<file path="config.mk">
export PLATFORM = sky130hd
export DESIGN_NAME = seg7_scan_hex
export DESIGN_NICKNAME = d
export VERILOG_FILES = /design/src/rtl/seg7_scan_hex_pkg.sv /design/src/rtl/seg7_scan_hex_hex_to_seg7.sv /design/src/rtl/seg7_scan_hex.sv
export SDC_FILE = /design/constraint.sdc
export NUM_CORES = 1
export LEC_CHECK = 0
export BUFFER_PORTS_ARGS = -buffer_cell sky130_fd_sc_hd__buf_2
export CELL_PAD_IN_SITES_DETAIL_PLACEMENT = 0
export CELL_PAD_IN_SITES_GLOBAL_PLACEMENT = 1
export CORE_ASPECT_RATIO = 1.25
export CORE_MARGIN = 2
export CORE_UTILIZATION = 42
export CTS_CLUSTER_SIZE = 30
export DETAILED_ROUTE_END_ITERATION = 6
export PLACE_DENSITY = 0.86
export SLEW_MARGIN = 20
export SYNTH_ARGS = -nofsm -noshare
export SYNTH_HDL_FRONTEND = slang
export SYNTH_HIERARCHICAL = 1
export SYNTH_SLANG_ARGS = --single-unit
export TNS_END_PERCENT = 5
</file>
<file path="constraint.sdc">
create_clock -name clk -period 3.1 [get_ports clk]
set_clock_uncertainty 0.1 [all_clocks]
set_input_delay 0.31 -clock clk [delete_from_list [all_inputs] [get_ports clk]]
set_output_delay 0.31 -clock clk [all_outputs]
set_load 0.02 [all_outputs]
</file>
<file path="src/rtl/seg7_scan_hex_pkg.sv">
// Shared constants for the 7-segment display stages.
// SEG_CODES holds the active-low {dp,g,f,e,d,c,b,a} pattern for each hex
// digit, indexed by nibble value. The decimal point is always off (bit 7 = 1).
package seg7_scan_hex_pkg;

  localparam int unsigned NUM_DIGITS = 8;

  localparam logic [7:0] SEG_OFF = 8'hFF;
  localparam logic [7:0] DIG_OFF = 8'hFF;

  // Entry 15 is the most significant slice of the packed vector.
  localparam logic [15:0][7:0] SEG_CODES = {
    8'h8E, 8'h86, 8'hA1, 8'hC6, 8'h83, 8'h88, 8'h90, 8'h80,
    8'hF8, 8'h82, 8'h92, 8'h99, 8'hB0, 8'hA4, 8'hF9, 8'hC0
  };

endpackage

</file>
<file path="src/rtl/seg7_scan_hex_hex_to_seg7.sv">
// hex_to_seg7: combinational hex-nibble to active-low 7-segment decoder.
// Ports:
//   hex - 4-bit value to show
//   seg - active-low segments {dp,g,f,e,d,c,b,a}, dp always off
module hex_to_seg7
  import seg7_scan_hex_pkg::*;
(
  input  logic [3:0] hex,
  output logic [7:0] seg
);

  always_comb begin
    seg = SEG_CODES[hex];
  end

endmodule

</file>
<file path="src/rtl/seg7_scan_hex.sv">
// seg7_scan_hex: scans a 32-bit value onto an 8-digit multiplexed
// common-anode 7-segment display in hexadecimal, one digit per SCAN_DIV
// clocks. The value is snapshotted at each frame boundary so a frame never
// mixes old and new data. Leading-zero blanking is optional.
// Ports:
//   clk      - system clock
//   rst      - synchronous active-high reset
//   data     - value to display, nibble 0 = rightmost digit
//   disp_en  - 1 = display on, 0 = all digits off (scanning continues)
//   blank_lz - 1 = suppress leading zero digits (digit 0 never blanked)
//   led_en   - active-low digit enables, bit i = digit i
//   seg      - active-low segments {dp,g,f,e,d,c,b,a}
module seg7_scan_hex
  import seg7_scan_hex_pkg::*;
#(
  parameter int SCAN_DIV = 100000
) (
  input  logic        clk,
  input  logic        rst,
  input  logic [31:0] data,
  input  logic        disp_en,
  input  logic        blank_lz,
  output logic [7:0]  led_en,
  output logic [7:0]  seg
);

  localparam int DIV_W = $clog2(SCAN_DIV);

  logic [DIV_W-1:0] div_cnt;
  logic [2:0]       idx;
  logic [31:0]      snap;
  logic             tick;

  logic [3:0]       cur_nib;
  logic [31:0]      upper;
  logic             blank;
  logic [7:0]       seg_dec;
  logic [7:0]       led_nxt;
  logic [7:0]       seg_nxt;

  assign tick = (div_cnt == DIV_W'(SCAN_DIV - 1));

  always_ff @(posedge clk) begin
    if (rst) begin
      div_cnt <= '0;
      idx     <= '0;
      snap    <= '0;
    end else begin
      div_cnt <= tick ? '0 : div_cnt + DIV_W'(1);
      if (tick) begin
        idx <= idx + 3'd1;
        // Capture on the same edge that wraps idx 7 -> 0.
        if (idx == 3'(NUM_DIGITS - 1)) begin
          snap <= data;
        end
      end
    end
  end

  hex_to_seg7 u_dec (
    .hex (cur_nib),
    .seg (seg_dec)
  );

  always_comb begin
    cur_nib = snap[{idx, 2'b00} +: 4];
    // A digit is a leading zero when it and every nibble above it are zero.
    upper   = snap >> {idx, 2'b00};
    blank   = blank_lz && (idx != 3'd0) && (upper == '0);
    led_nxt = DIG_OFF;
    seg_nxt = SEG_OFF;
    if (disp_en && !blank) begin
      led_nxt = ~(8'b1 << idx);
      seg_nxt = seg_dec;
    end
  end

  // led_en and seg share one register stage so they switch together.
  always_ff @(posedge clk) begin
    if (rst) begin
      led_en <= DIG_OFF;
      seg    <= SEG_OFF;
    end else begin
      led_en <= led_nxt;
      seg    <= seg_nxt;
    end
  end

endmodule

</file>
==> results.md <==
- GRT Resource Usage Total: 0.173
- Row cnt: 36
- Hold Buf Count CTS: 0
- Port Buffers: 51
- Hold path depth: 3
- Most common cell after layout, fill and taps aside: dfxtp_1
- Distinct cells, synth: 48
- Crit path DAT: roughly 2.9 ns
- Static Leakage: 1.40 nW
- Synth-to-layout area growth: 13.8%
- Normalized max-slew margin: 0.500
- Die Ht: around 100 um
- Mapped Area: about 0.0034 mm2
- Synth warnings: 6
- Setup_tns: 0 ns
- Worst VDD drop: roughly 0.33 mV
- Hold_sp: data[22]
- Post-synth ARST share: 0
- ANT cells: 0
- Required time worst endpoint: roughly 3.3 ns
- CP Capture Type: flop
- Yosys reg bits: a little under 70
- Antenna violations before repair: 0
- Sink Count: 68
- R2R depth: 10
- Run status: finished, final reports clean
- Inst Count DP: 522
- Synth area leader: dfxtp_1
- Wire length per cell: 13.4 um
- Die X: 84.2 um
- Buf+Inv Stages, Crit Path: 1
- Congestion Overflow GR: 0
- Final Hold Fails: 0
- Post-DRT Antenna Nets: 0
- Most frequent cells in the layout: dfxtp_1, buf_2, nand2_1
- Worst-Skew Late Latency: roughly 0.35 ns
- RSZ-0062 raised after global routing: false
- Critical Path Source Type: flop
- CP Max Fanout: 9
- Power per cell area: 413 mW/mm2
- DR DRC count: 0
- Finish-stage setup viols: 0
- Hold crit path type: input port to flop
- Worst R2R Start: idx[1]
- Core area: approximately 0.0078 mm2
- Drt pass-1 iters: 4
- Final WL: 7.18 mm
- Core occupancy in the finished layout: 0.493
- Gp weighted congestion: between 0.8 and 0.9
- Crit Path Class: flop to flop
- Critical Path, Cell by Cell: mux4_1 -> nand2_1 -> nand2_1 -> inv_1 -> ha_1 -> and2b_2 -> or3b_1 -> o21ai_0 -> nor2_1 -> o21ai_2
- Vias: around 2800
- Via/cell ratio: between 5 and 6
- Largest net degree at the start of global routing: 33
- Drt initial violations: just under 80
- DIE AREA: slightly below 0.009 mm2
- Slew @ Worst Pin: between 0.7 and 0.8 ns
- Most frequent CP cell: nand2_1
- Setup Buffers After CTS: 0
- Post-Synthesis Net Count: around 450
- IO Pins: 52
- First-pass GRT wire length: approximately 12 mm
- Vias in the first global route: about 2800
- Slew Limit Fails: 0
- Seq/Total Area, Yosys: 0.403
- TritonCTS clock tree: built
- Share of cells above drive strength 1: 0.199
- Gate Count Post-Synth: ~400
- Tcrit/Tclk final: 0.882
- Max-cap viol count: 0
- Worst R2R End: seg[0]
- Initial core utilization: 0.433
- CTS clk-pin slew, worst paths: approximately 0.070 ns
- Final #Nets: between 400 and 500
- Post-synth top area share: 0.403
- Clock tree buffer depth: 2
- Post-DP HPWL: around 5.4 mm
- Hold Path End: snap[22]
- Min Tclk post-route: 2.73 ns
- CTS root buf: clkbuf_8
- Post-synth top flop: dfxtp_1
- Finished Layout Cells: about 540
- # fillers: ~750
- CTS HTree Levels: 3
- CTS buffer count: 9
- Reg2reg setup slack: ~0.37 ns
- Post-CTS sizing: 0
- Crit-path slowest cell: mux4_1
- Top post-synthesis cells by area: dfxtp_1, nand3_1, mux4_2
- Syn Area/Cell: 8.52 um2
- Fmax: between 300 and 400 MHz
- Worst path top cell family by delay: simple AND/OR/NAND/NOR gates
- Post-synth EDFFs: 0
- Slowest stage delay, CP: 0.63 ns
==> worst max path at each step <==
stage,endpoint,start,slack [ns],depth (start not counted)
final,seg[0],idx[1],0.37,10
after global routing,seg[0],idx[1],0.14,10
after CTS,seg[0],idx[0],0.15,10
after detailed placement,seg[0],idx[0],0.17,10
after global placement,led_en[2],idx[0],0.26,5
after floorplan,seg[0],idx[1],0.64,11
==> tightest hold or removal path, cell delays in order <==
cell and delay (ns):
buf_2 0.10, nand3_1 0.05, a21oi_1 0.05
==> logic make-up after synthesis <==
family	after synthesis	synth area share
and+or+nand+nor	182	0.251
DFF	68	0.403
AOI/OAI and AO/OA	62	0.106
buffers and inverters	36	0.0504
muxes	17	0.0953
xor gates and xnor gates	16	0.0415
adders and majority gates	14	0.0519
other	1	0.00111
==> layout make-up <==
class | count | area, um2 | area share
clock buffer | 13 | 159 | 0.0414
clock inverter | 2 | 10.0 | 0.00261
inverter | 8 | 30.0 | 0.00782
multi-input combinational | 292 | 1840 | 0.480
sequential | 68 | 1360 | 0.355
tap | 95 | 119 | 0.0310
timing repair buffer | 59 | 315 | 0.0821
==> through the flow <==
| stage | cell area (um2) | setup WS, ns | power [W] | hold WS (ns) |
|---|---|---|---|---|
| finish | 3840 | 0.365 | 0.00159 | 0.102 |
| global placement | 3670 | 0.260 | 0.000971 | 0.340 |
| detailed placement | 3670 | 0.175 | 0.000972 | 0.349 |
| CTS | 3840 | 0.155 | 0.00161 | 0.0889 |
| floorplan | 3370 | 0.644 | 0.000942 | 0.330 |
| global route | 3840 | 0.139 | 0.00164 | 0.107 |
==> cells in the mapped netlist, types with 2 or more instances <==
cell       n
a21o_1     2
a21oi_1   35
a22o_1     2
a31oi_1    2
and2_1     2
and3_1     4
buf_1      5
buf_2      4
buf_4      2
buf_6      3
clkbuf_1  14
dfxtp_1   68
ha_1      14
inv_1      8
mux2i_1    4
mux4_1     2
mux4_2     9
nand2_1   50
nand3_1   43
nand4_1    8
nor2_1    49
nor2b_1    2
nor3_1     7
nor4_1     7
o211ai_1   4
o21ai_0    4
o21ai_1    7
xnor2_1    9
xor2_1     7
==> report_power, final <==
group / switching (W) / internal [W]
registers: 0.00000409 / 0.000882
clock network: 0.000306 / 0.000327
logic: 0.0000380 / 0.0000276
total: 0.000348 / 0.00124
==> flip-flops by register name, indices dropped and copies added, names as in the netlist <==
register and count:
snap 32, led_en 8, div_cnt 17, seg 8, idx 3
==> per-layer routing <==
metal,track usage,wire length (um),up-vias
li1,-,-,1465
met1,0.192,3040,1286
met2,0.311,3640,55
met3,0.0405,341,15
met4,0.0772,157,0
met5,0,0,-
Power figures use the tool's default switching activity.
